===== config.mk =====
export PLATFORM = sky130hd
export DESIGN_NAME = obi_sram_arbiter_flat
export DESIGN_NICKNAME = d
export VERILOG_FILES = /design/src/rtl/obi_sram_arbiter_if.sv /design/src/rtl/obi_sram_arbiter.sv /design/src/flat_wrapper.sv
export SDC_FILE = /design/constraint.sdc
export NUM_CORES = 1
export LEC_CHECK = 0
export CORE_ASPECT_RATIO = 1.5
export CORE_MARGIN = 2
export CORE_UTILIZATION = 37
export CTS_BUF_LIST = sky130_fd_sc_hd__clkbuf_2
export CTS_CLUSTER_DIAMETER = 150
export CTS_CLUSTER_SIZE = 30
export DETAILED_ROUTE_END_ITERATION = 16
export PLACE_DENSITY = 0.88
export SETUP_SLACK_MARGIN = 0.02
export SLEW_MARGIN = 25
export SYNTH_ARGS = -nofsm -noshare
export SYNTH_HDL_FRONTEND = slang
export SYNTH_SLANG_ARGS = --single-unit
export TNS_END_PERCENT = 30

===== constraint.sdc =====
create_clock -name clk_i -period 1.5 [get_ports clk_i]
set_clock_uncertainty 0.15 [all_clocks]
set_input_delay 0.3 -clock clk_i [delete_from_list [all_inputs] [get_ports clk_i]]
set_output_delay 0.3 -clock clk_i [all_outputs]
set_load 0.01 [all_outputs]

===== src/rtl/obi_sram_arbiter_if.sv =====
// Bundle of the core-side OBI instruction/data ports and the SRAM macro port
// served by obi_sram_arbiter. The slave modport is the arbiter's view; the
// master modport is the view of whatever drives the core requests and models the SRAM.
interface obi_sram_arbiter_if #(
  parameter int ADDR_W = 14
);
  logic              instr_req_i;
  logic              instr_gnt_o;
  logic [31:0]       instr_addr_i;
  logic              instr_rvalid_o;
  logic [31:0]       instr_rdata_o;

  logic              data_req_i;
  logic              data_gnt_o;
  logic [31:0]       data_addr_i;
  logic              data_we_i;
  logic [3:0]        data_be_i;
  logic [31:0]       data_wdata_i;
  logic              data_rvalid_o;
  logic [31:0]       data_rdata_o;

  logic              sram_cs_o;
  logic              sram_we_o;
  logic [3:0]        sram_be_o;
  logic [ADDR_W-1:0] sram_addr_o;
  logic [31:0]       sram_wdata_o;
  logic [31:0]       sram_rdata_i;

  modport slave (
    input  instr_req_i, instr_addr_i,
    input  data_req_i, data_addr_i, data_we_i, data_be_i, data_wdata_i,
    input  sram_rdata_i,
    output instr_gnt_o, instr_rvalid_o, instr_rdata_o,
    output data_gnt_o, data_rvalid_o, data_rdata_o,
    output sram_cs_o, sram_we_o, sram_be_o, sram_addr_o, sram_wdata_o
  );

  modport master (
    output instr_req_i, instr_addr_i,
    output data_req_i, data_addr_i, data_we_i, data_be_i, data_wdata_i,
    output sram_rdata_i,
    input  instr_gnt_o, instr_rvalid_o, instr_rdata_o,
    input  data_gnt_o, data_rvalid_o, data_rdata_o,
    input  sram_cs_o, sram_we_o, sram_be_o, sram_addr_o, sram_wdata_o
  );
endinterface


===== src/rtl/obi_sram_arbiter.sv =====
// obi_sram_arbiter: shares one single-port synchronous SRAM (1-cycle read
// latency) between the core's instruction and data OBI ports. At most one
// grant per cycle; each port has a one-deep response pipeline.
// Optional feature macro: OBI_ARB_RR_EN -- round-robin on contention
// (default build: data port has fixed priority over instruction port).
module obi_sram_arbiter #(
  parameter logic [31:0] BASE_ADDR = 32'h0220_0000,
  parameter int          ADDR_W    = 14
) (
  input  logic           clk_i,
  input  logic           rst_ni,
  obi_sram_arbiter_if.slave bus
);

`ifdef OBI_ARB_RR_EN
  typedef enum logic {GRANT_INSTR = 1'b0, GRANT_DATA = 1'b1} grant_e;
  grant_e last_grant_q;
`endif

  logic        instr_gnt;
  logic        data_gnt;
  logic        data_wins;
  logic [31:0] sel_addr;

  logic        rvalid_instr_q;
  logic        rvalid_data_q;
  logic        resp_is_write_q;
  logic [31:0] instr_rdata_q;
  logic [31:0] data_rdata_q;
  logic [31:0] instr_rdata_now;
  logic [31:0] data_rdata_now;

  // Per-cycle arbitration; grants are held low throughout reset.
  always_comb begin
    data_wins = 1'b1;
`ifdef OBI_ARB_RR_EN
    if (bus.instr_req_i) data_wins = (last_grant_q == GRANT_INSTR);
`endif
    data_gnt  = rst_ni & bus.data_req_i & data_wins;
    instr_gnt = rst_ni & bus.instr_req_i & ~data_gnt;
  end

  // Drive the SRAM from whichever port won; out-of-window addresses simply wrap.
  always_comb begin
    sel_addr         = data_gnt ? bus.data_addr_i : bus.instr_addr_i;
    bus.sram_cs_o    = instr_gnt | data_gnt;
    bus.sram_we_o    = data_gnt & bus.data_we_i;
    bus.sram_addr_o  = ADDR_W'((sel_addr - BASE_ADDR) >> 2);
    bus.sram_wdata_o = data_gnt ? bus.data_wdata_i : 32'h0;
    if (data_gnt)       bus.sram_be_o = bus.data_be_i;
    else if (instr_gnt) bus.sram_be_o = 4'hF;
    else                bus.sram_be_o = 4'h0;
    bus.instr_gnt_o  = instr_gnt;
    bus.data_gnt_o   = data_gnt;
  end

  // Read data is only live in the rvalid cycle; otherwise present the held copy.
  always_comb begin
    instr_rdata_now    = rvalid_instr_q ? bus.sram_rdata_i : instr_rdata_q;
    if (!rvalid_data_q)      data_rdata_now = data_rdata_q;
    else if (resp_is_write_q) data_rdata_now = 32'h0;
    else                     data_rdata_now = bus.sram_rdata_i;
    bus.instr_rvalid_o = rvalid_instr_q;
    bus.data_rvalid_o  = rvalid_data_q;
    bus.instr_rdata_o  = instr_rdata_now;
    bus.data_rdata_o   = data_rdata_now;
  end

  // Response pipeline and held read data; reset discards any pending response.
  always_ff @(posedge clk_i or negedge rst_ni) begin
    if (!rst_ni) begin
      rvalid_instr_q  <= 1'b0;
      rvalid_data_q   <= 1'b0;
      resp_is_write_q <= 1'b0;
      instr_rdata_q   <= 32'h0;
      data_rdata_q    <= 32'h0;
    end else begin
      rvalid_instr_q  <= instr_gnt;
      rvalid_data_q   <= data_gnt;
      resp_is_write_q <= data_gnt & bus.data_we_i;
      if (rvalid_instr_q) instr_rdata_q <= instr_rdata_now;
      if (rvalid_data_q)  data_rdata_q  <= data_rdata_now;
    end
  end

`ifdef OBI_ARB_RR_EN
  // Remember the most recent winner so the other port wins the next contention.
  always_ff @(posedge clk_i or negedge rst_ni) begin
    if (!rst_ni)        last_grant_q <= GRANT_INSTR;
    else if (instr_gnt) last_grant_q <= GRANT_INSTR;
    else if (data_gnt)  last_grant_q <= GRANT_DATA;
  end
`endif

endmodule


===== src/flat_wrapper.sv =====
// flat-port wrapper written by rule: the top's interface ports become plain ports
module obi_sram_arbiter_flat 
#(
  parameter logic [31:0] BASE_ADDR = 32'h0220_0000,
  parameter int          ADDR_W    = 14
)
  (clk_i, rst_ni, bus_instr_req_i, bus_instr_addr_i, bus_data_req_i, bus_data_addr_i, bus_data_we_i, bus_data_be_i, bus_data_wdata_i, bus_sram_rdata_i, bus_instr_gnt_o, bus_instr_rvalid_o, bus_instr_rdata_o, bus_data_gnt_o, bus_data_rvalid_o, bus_data_rdata_o, bus_sram_cs_o, bus_sram_we_o, bus_sram_be_o, bus_sram_addr_o, bus_sram_wdata_o);
  obi_sram_arbiter_if #(.ADDR_W(ADDR_W)) bus_i ();
  input  logic clk_i;
  input  logic rst_ni;
  input wire logic [$bits(bus_i.instr_req_i)-1:0] bus_instr_req_i;
  input wire logic [$bits(bus_i.instr_addr_i)-1:0] bus_instr_addr_i;
  input wire logic [$bits(bus_i.data_req_i)-1:0] bus_data_req_i;
  input wire logic [$bits(bus_i.data_addr_i)-1:0] bus_data_addr_i;
  input wire logic [$bits(bus_i.data_we_i)-1:0] bus_data_we_i;
  input wire logic [$bits(bus_i.data_be_i)-1:0] bus_data_be_i;
  input wire logic [$bits(bus_i.data_wdata_i)-1:0] bus_data_wdata_i;
  input wire logic [$bits(bus_i.sram_rdata_i)-1:0] bus_sram_rdata_i;
  output wire logic [$bits(bus_i.instr_gnt_o)-1:0] bus_instr_gnt_o;
  output wire logic [$bits(bus_i.instr_rvalid_o)-1:0] bus_instr_rvalid_o;
  output wire logic [$bits(bus_i.instr_rdata_o)-1:0] bus_instr_rdata_o;
  output wire logic [$bits(bus_i.data_gnt_o)-1:0] bus_data_gnt_o;
  output wire logic [$bits(bus_i.data_rvalid_o)-1:0] bus_data_rvalid_o;
  output wire logic [$bits(bus_i.data_rdata_o)-1:0] bus_data_rdata_o;
  output wire logic [$bits(bus_i.sram_cs_o)-1:0] bus_sram_cs_o;
  output wire logic [$bits(bus_i.sram_we_o)-1:0] bus_sram_we_o;
  output wire logic [$bits(bus_i.sram_be_o)-1:0] bus_sram_be_o;
  output wire logic [$bits(bus_i.sram_addr_o)-1:0] bus_sram_addr_o;
  output wire logic [$bits(bus_i.sram_wdata_o)-1:0] bus_sram_wdata_o;
  assign bus_i.instr_req_i = bus_instr_req_i;
  assign bus_i.instr_addr_i = bus_instr_addr_i;
  assign bus_i.data_req_i = bus_data_req_i;
  assign bus_i.data_addr_i = bus_data_addr_i;
  assign bus_i.data_we_i = bus_data_we_i;
  assign bus_i.data_be_i = bus_data_be_i;
  assign bus_i.data_wdata_i = bus_data_wdata_i;
  assign bus_i.sram_rdata_i = bus_sram_rdata_i;
  assign bus_instr_gnt_o = bus_i.instr_gnt_o;
  assign bus_instr_rvalid_o = bus_i.instr_rvalid_o;
  assign bus_instr_rdata_o = bus_i.instr_rdata_o;
  assign bus_data_gnt_o = bus_i.data_gnt_o;
  assign bus_data_rvalid_o = bus_i.data_rvalid_o;
  assign bus_data_rdata_o = bus_i.data_rdata_o;
  assign bus_sram_cs_o = bus_i.sram_cs_o;
  assign bus_sram_we_o = bus_i.sram_we_o;
  assign bus_sram_be_o = bus_i.sram_be_o;
  assign bus_sram_addr_o = bus_i.sram_addr_o;
  assign bus_sram_wdata_o = bus_i.sram_wdata_o;
  obi_sram_arbiter #(.BASE_ADDR(BASE_ADDR), .ADDR_W(ADDR_W)) u_core (.clk_i(clk_i), .rst_ni(rst_ni), .bus(bus_i));
endmodule

* Word-level counts from Yosys, hierarchy flattened
Cells that the tools add are included.
** Word-level totals
- Logic and storage cells :: 19
- Input port bits :: 137
- Output and inout bits :: 120
- Register bits :: 67
** Operators by class
- $add $sub $neg :: 1
- Bitwise logic cells :: 6
- Mux-type cells :: 7
** Operators by type and width (number)
- 32-bit two-way mux :: 4
- 16-bit two-way mux :: 1
- 16-bit by 1-bit subtractor with 16-bit output, second input constant :: 1
- 4-bit two-way mux :: 2
- 1-bit bitwise AND :: 4
- 1-bit inverter :: 1
- 1-bit OR :: 1

* Logic depth before layout (Yosys ltp)
Gate-level depths: netlist of run 1.
- Depth in word-level cells :: 5
- Mapped depth :: 4
- Depth with buffers taken out :: 2

* Worst setup path after synthesis of run 1
OpenSTA, ideal clock, no wires.
- Path kind :: reg-to-output
- Start point :: register u_core.rvalid_instr_q (netlist: u_core.bus.instr_rvalid_o)
- End point :: output port bus_instr_rdata_o[0]
- Required time :: 1050 ps
- Path buffers :: 2
- Data arrival time :: 1076 ps
- Setup slack :: -26 ps
- Cell stages (with the launch flop) :: 4
- Path through :: dfrtp_1 buf_4 buf_6 mux2_2
** On the way
- Longest elaborated chain between the ends :: 1
** Ends and longest elaborated chain
- from (decl) :: RTL line obi_sram_arbiter.sv:25 : logic rvalid_instr_q;
- from (signal assigned) :: RTL line obi_sram_arbiter.sv:78 : rvalid_instr_q <= instr_gnt;
- 32-bit two-way mux :: RTL line obi_sram_arbiter.sv:59 : instr_rdata_now = rvalid_instr_q ? bus.sram_rdata_i : instr_rdata_q;
- to (decl) :: RTL line flat_wrapper.sv:21 : output wire logic [$bits(bus_i.instr_rdata_o)-1:0] bus_instr_rdata_o;
No other way between the ends.

* Worst setup path in the final report of run 1
- Start point :: register u_core.rvalid_data_q (netlist: u_core.bus.data_rvalid_o)
- End point :: output port bus_data_rdata_o[29]
** On the way
- Longest elaborated chain between the ends :: 1
** Ends and longest elaborated chain
- from (decl) :: RTL line obi_sram_arbiter.sv:26 : logic rvalid_data_q;
- from (signal assigned) :: RTL line obi_sram_arbiter.sv:79 : rvalid_data_q <= data_gnt;
- 32-bit two-way mux :: RTL line obi_sram_arbiter.sv:60 : if (!rvalid_data_q) data_rdata_now = data_rdata_q;
- to (decl) :: RTL line flat_wrapper.sv:24 : output wire logic [$bits(bus_i.data_rdata_o)-1:0] bus_data_rdata_o;
No other way between the ends.

==> results of run 1 <==
==> layout by cell type (no fill, tap or decap) <==
cell	count
buf_6	88
buf_2	65
dfrtp_1	64
clkdlybuf4s50_1	49
mux2_4	42
mux2_2	36
o21ai_1	36
inv_1	34
and3_1	32
nand3b_1	32
buf_4	29
dlygate4sd2_1	28
dlymetal6s2s_1	23
o21ai_0	16
clkbuf_2	13
buf_12	11
o21ai_2	9
buf_16	4
buf_8	4
nand2_1	3
o21ai_4	3
bufbuf_16	3
dfrtp_2	3
a21oi_1	2
a21oi_2	2
nor2_1	2
dlygate4sd3_1	2
nand2_8	1
and3_4	1
nand2b_4	1
nor2_2	1
nand2_2	1
clkinv_2	1
clkinvlp_4	1
clkinv_1	1
nand2_4	1
==> synthesized netlist by cell type <==
master,count,area (sq um)
buf_4,6,45.0
mux2_2,69,777
nor2_1,3,11.3
clkbuf_1,12,45.0
inv_1,34,128
dfrtp_1,67,1680
a21oi_1,4,20.0
nand2_1,4,15.0
nand3b_1,32,240
and3_1,33,206
o21ai_0,64,320
clkbuf_2,2,10.0
nand2b_1,1,6.26
buf_2,2,10.0
buf_6,7,78.8
nand2_4,1,11.3
mux2_4,9,135
==> what timing repair did <==
item / CTS / global route
gates resized for setup: 637 / 113
hold buffers: 1 / 2
buffers inserted: 38 / 17
setup endpoints to repair: 120 / 208
pin swaps: 7 / 9
cloned: 12 / 1
hold endpoints to repair: 68 / 2
==> where the power goes <==
| group | switching [uW] | internal [uW] | total [uW] |
|---|---|---|---|
| Combinational | 969 | 1430 | 2400 |
| Sequential | 144 | 2080 | 2230 |
| Clock | 632 | 222 | 854 |
| Total | 1740 | 3740 | 5480 |
==> worst max-delay path, cell delays in order, from the launching register on <==
cell and delay [ps]:
dfrtp_2 460, buf_12 160, buf_12 140, buf_6 120, nand3b_1 110, o21ai_1 90
buf_2 150
==> sequential cells by signal (all words and copies together), names as in the netlist <==
name,flops
u_core.bus.data_rvalid_o,1
u_core.bus.instr_rvalid_o,1
u_core.data_rdata_q,32
u_core.instr_rdata_q,32
u_core.resp_is_write_q,1
==> stage by stage <==
| step | power (uW) | std cells | hold WS (ps) |
|---|---|---|---|
| 6_report | 5480 | 759 | -18.3 |
| 5_1_grt | 5790 | 759 | 19.6 |
| 4_1_cts | 5340 | 745 | -1.59 |
| 3_5_place_dp | 4330 | 679 | 210 |
| 3_3_place_gp | 4250 | 679 | 206 |
| 2_1_floorplan | 3110 | 350 | -146 |
==> per-layer routing <==
layer | share of wire, % | up-vias | track usage [%]
met5 | 0 | - | 0
met4 | 1.5 | 0 | 8.68
met3 | 6.7 | 22 | 4.72
met2 | 57 | 205 | 47.7
met1 | 35 | 1910 | 27.6
li1 | - | 1800 | -
==> logic make-up (layout without fill, tap and decap cells) <==
kind of cell	count (synthesis)	count (layout)	share of synthesized area [%]
mux	78	78	24.4
compound gates	68	68	9.11
buf+inv	63	356	8.47
simple gates	74	75	13.1
flops	67	67	44.9
==> final timing paths <==
check / slack [ps] / from / to
worst max-delay path: -670 / u_core.bus.data_rvalid_o / bus_data_rdata_o[29]
worst min-delay path: -20 / rst_ni / u_core.data_rdata_q[10]
worst max register to register: -580 / u_core.bus.data_rvalid_o / u_core.data_rdata_q[29]
worst min register to register: 370 / u_core.data_rdata_q[15] / u_core.data_rdata_q[15]
max in group asynchronous: 560 / rst_ni / u_core.bus.instr_rvalid_o
min in group clk_i: 110 / rst_ni / u_core.bus.data_rvalid_o
==> area by class of cell <==
class / instances / area (sq um)
flip-flops and latches: 67 / 1680
inverters: 34 / 128
repair buffers: 307 / 3070
well taps: 115 / 144
clock buffers: 12 / 60.1
clock inverters: 3 / 16.3
fillers: 647 / 2670
multi-input cells: 221 / 1980
==> impl_metrics.env, run 1 <==
export IMPL_start_util_pct=38.3
export IMPL_totalWireLength_microns=14600
export IMPL_maxCapViolCount=0
export IMPL_grt_pass1_vias=4196
export IMPL_crit_required_ps=1050
export IMPL_io_pins=257
export IMPL_avgRoutedWirePerCell_microns=19.3
export IMPL_failed_checks="negative hold slack, negative setup slack"
export IMPL_track_usage_pct=25.3
export IMPL_cts_tree="done"
export IMPL_setup_tns_ps=-40550
export IMPL_slew_viol_final=0
export IMPL_worstMarginPinSlew_ps=861
export IMPL_powerDensity_nw_per_um2=774
export IMPL_route_detailed_drc=0
export IMPL_fin_ws_ps=-670
export IMPL_areaGrowthSynthToFinish_pct=89.5
export IMPL_cts_buffer_depth=2
export IMPL_drtIter0Drc=199
export IMPL_grt_max_degree=67
export IMPL_clkLatencyLatePin_ps=490
export IMPL_synth_warnings=0
export IMPL_vias_per_cell=5.19
export IMPL_finalWeightedCongestion=0.820
export IMPL_clock_sinks=67
export IMPL_via_count=3937
export IMPL_die_x_microns=86.0
export IMPL_overflow=0
export IMPL_path_clk_slew_ps=190
export IMPL_max_clock_freq_ghz=0.461
export IMPL_status="finished, violations left"
export IMPL_utilization_pct=72.6
export IMPL_netlist_area_sq_um=3740
export IMPL_place_ws_ps=-984
export IMPL_drive_gt1_share_pct=49.7
export IMPL_cp_end_kind="output port"
export IMPL_rsz0062_at_grt="yes"
export IMPL_critPathKind="reg -> out"
export IMPL_min_period_ps=2170
export IMPL_peakVddDrop_mv=0.435
export IMPL_hold_viol=9
export IMPL_worstHoldPathType="in -> async"
export IMPL_root_buffer="clkbuf_2"
export IMPL_setup_viol=91
export IMPL_finalInstanceArea_sq_um=7080
export IMPL_syn_inst=350
export IMPL_crit_arrival_ps=1720
export IMPL_cts_made_buffers=9
export IMPL_syn_nets=487
export IMPL_antenna_found_initial=0
export IMPL_synth_avg_cell_area_sq_um=10.7
export IMPL_holdWs_ps=-18.3
export IMPL_nets=777
export IMPL_n_antenna_cell=0
export IMPL_yosysSeqAreaShare_pct=44.9
export IMPL_core_sq_um=9740
export IMPL_leakagePower_uw=0.00373
export IMPL_hpwl_microns=8840
export IMPL_grt_pass1_wl_microns=21500
export IMPL_dpl_cell_area_sq_um=6180
export IMPL_cp_max_fo=10
export IMPL_ys_types=17
export IMPL_r2r_cells=13
export IMPL_start_kind="register"
export IMPL_dieArea_sq_um=10900
export IMPL_synth_seq_cells=67
export IMPL_die_h_microns=127
export IMPL_place_port_buffers=220
export IMPL_rows=44
export IMPL_slew_headroom_pct=42.6
export IMPL_timing_final_crit_share_pct=145
export IMPL_dr_pass1_iters=5
export IMPL_htreeDepth=3
export IMPL_ant_nets=0
(Power assumes the default switching activity.)
==> run 2: changes to the inputs <==
- CORE_UTILIZATION: 37 -> 36
- CTS_BUF_LIST: sky130_fd_sc_hd__clkbuf_2 -> default
- PLACE_DENSITY: 0.88 -> 0.86
==> run 2 against run 1 <==
The run ends with negative setup slack left. First-iteration DRC count is 17% lower. Clock power grew to 2.7 times the previous value. Largest power group is now clock. Critical endpoint is now bus_instr_rdata_o[4]. Maximum frequency is 9.6% higher. Routed wire length is 3.6% lower. Hold slack better by 240 ps. Via count is 3.4% lower. Cell count is 4.3% lower. Combinational power is 7% lower. Utilization is 4.8 points lower. Sequential share of layout area is 0.69 points higher.
==> impl_metrics.env, run 2 (synthesized netlist as in run 1, its figures left out) <==
export IMPL_r2r_cells=6
export IMPL_clock_sinks=67
export IMPL_start_kind="register"
export IMPL_htreeDepth=3
export IMPL_vias_per_cell=5.24
export IMPL_timing_final_crit_share_pct=132
export IMPL_grt_pass1_vias=4134
export IMPL_rows=45
export IMPL_dieArea_sq_um=11200
export IMPL_min_period_ps=1980
export IMPL_leakagePower_uw=0.00351
export IMPL_route_detailed_drc=0
export IMPL_avgRoutedWirePerCell_microns=19.4
export IMPL_p_seq_share_pct=32.9
export IMPL_die_x_microns=87.2
export IMPL_crit_required_ps=1050
export IMPL_areaGrowthSynthToFinish_pct=84.0
export IMPL_utilization_pct=67.8
export IMPL_nets=741
export IMPL_n_antenna_cell=0
export IMPL_cts_buffer_depth=2
export IMPL_status="finished, violations left"
export IMPL_worstMarginPinSlew_ps=730
export IMPL_num_fill_cells=755
export IMPL_overflow=0
export IMPL_place_ws_ps=-880
export IMPL_setup_viol=88
export IMPL_p_clk_share_pct=34.0
export IMPL_grt_pass1_wl_microns=20700
export IMPL_max_clock_freq_ghz=0.505
export IMPL_crit_arrival_ps=1530
export IMPL_path_clk_slew_ps=60
export IMPL_track_usage_pct=24.2
export IMPL_final_cell_mix="70 x buf_6, 65 x buf_2, 65 x dfrtp_1, 48 x dlygate4sd2_1, 42 x mux2_2"
export IMPL_rrSetupSlack_ps=-190
export IMPL_cell_internal_pwr_uw=4900
export IMPL_switching_share_pct=27.4
export IMPL_reg2reg_from="u_core.bus.instr_rvalid_o"
export IMPL_place_port_buffers=220
export IMPL_io_pins=257
export IMPL_crit_path_start="u_core.bus.instr_rvalid_o"
export IMPL_drive_gt1_share_pct=46.3
export IMPL_slew_viol_final=0
export IMPL_fin_ws_ps=-479
export IMPL_cts_made_buffers=9
export IMPL_ant_nets=0
export IMPL_root_buffer="clkbuf_16"
export IMPL_maxCapViolCount=0
export IMPL_start_util_pct=36.9
export IMPL_drtIter0Drc=166
export IMPL_cp_end_kind="output port"
export IMPL_power_switching_uw=1850
export IMPL_hpwl_microns=8860
export IMPL_cp_max_fo=7
export IMPL_setup_tns_ps=-26170
export IMPL_rsz0062_at_grt="yes"
export IMPL_reg2reg_to="u_core.instr_rdata_q[8]"
export IMPL_largestRegisters="u_core.data_rdata_q: 32 flops, u_core.instr_rdata_q: 32 flops"
export IMPL_dpl_cell_area_sq_um=6180
export IMPL_clkLatencyLatePin_ps=330
export IMPL_comb_power_share_pct=33.1
export IMPL_slew_headroom_pct=51.3
export IMPL_peakVddDrop_mv=0.572
export IMPL_finalWeightedCongestion=0.822
export IMPL_totalWireLength_microns=14100
export IMPL_grt_max_degree=57
export IMPL_crit_end="bus_instr_rdata_o[4]"
export IMPL_dr_pass1_iters=4
export IMPL_cts_tree="done"
export IMPL_finalInstanceArea_sq_um=6870
export IMPL_antenna_found_initial=0
export IMPL_hold_viol=0
export IMPL_final_common_cell="buf_6"
export IMPL_core_sq_um=10100
export IMPL_failed_checks="negative setup slack"
export IMPL_total_power_uw=6750
export IMPL_worstHoldPathType="in -> async"
export IMPL_critPathKind="reg -> out"
export IMPL_die_h_microns=129
export IMPL_powerDensity_nw_per_um2=982
export IMPL_via_count=3805
==> run 2: changes by cell type in the layout (fill, tap and decap cells not counted), moves of 10 or more <==
cell             delta
buf_4              -14
buf_6              -18
clkbuf_16          +11
clkbuf_2           -13
clkdlybuf4s50_1    -10
dlygate4sd2_1      +20
dlymetal6s2s_1     -11
o21ai_0            +17
o21ai_1            -12
==> run 2: final cells by class <==
cell class / count / area [sq um] / area share (%)
clock inverter: 4 / 73.8 / 1.07
clock buffer: 12 / 246 / 3.59
inverter: 34 / 128 / 1.86
timing repair buffer: 271 / 2650 / 38.6
multi-input combinational: 221 / 1950 / 28.4
tap: 117 / 146 / 2.13
sequential: 67 / 1680 / 24.4
==> run 2: worst max-delay path: stages (launching register included) <==
cell     delay (ps)
dfrtp_2         470
buf_12          150
buf_12          130
mux2_4          320
buf_6           130
==> run 2: worst min-delay path by stage <==
stage                                    end
detailed placement   u_core.instr_rdata_q[7]
global route          u_core.resp_is_write_q
finish                u_core.data_rdata_q[7]
global placement     u_core.instr_rdata_q[7]
CTS                   u_core.resp_is_write_q
floorplan           u_core.bus.data_rvalid_o
==> run 2: per-stage QoR <==
step                      std cells  hold slack [ps]
after floorplan                 350             -146
after global placement          679              279
after detailed placement        679              286
after CTS                       720              216
after global routing            726              245
final                           726              225
==> run 2: timing repair <==
action                                 in CTS  in global routing
pin swaps                                   9                  3
resized for setup                         656                 49
buffers inserted                           16                  8
setup endpoints to repair                 120                118
hold buffers                                2                  0
endpoints found under the hold margin      11                  0
gates cloned                               10                  3
==> run 2: layer usage <==
metal	track usage, %	up-vias	wire [microns]
met5	0	-	0
met4	11.0	0	412
met3	4.87	31	925
met2	45.3	203	7960
met1	25.5	1834	4810
li1	-	1737	-
==> run 2: power groups by stage <==
stage          Clock [uW]  Sequential (uW)  Combinational [uW]
2_1_floorplan           0             2200                 908
6_report             2300             2220                2230
3_3_place_gp            0             2220                2040
3_5_place_dp            0             2240                2090
4_1_cts              2320             2210                2200
5_1_grt              2430             2240                2380
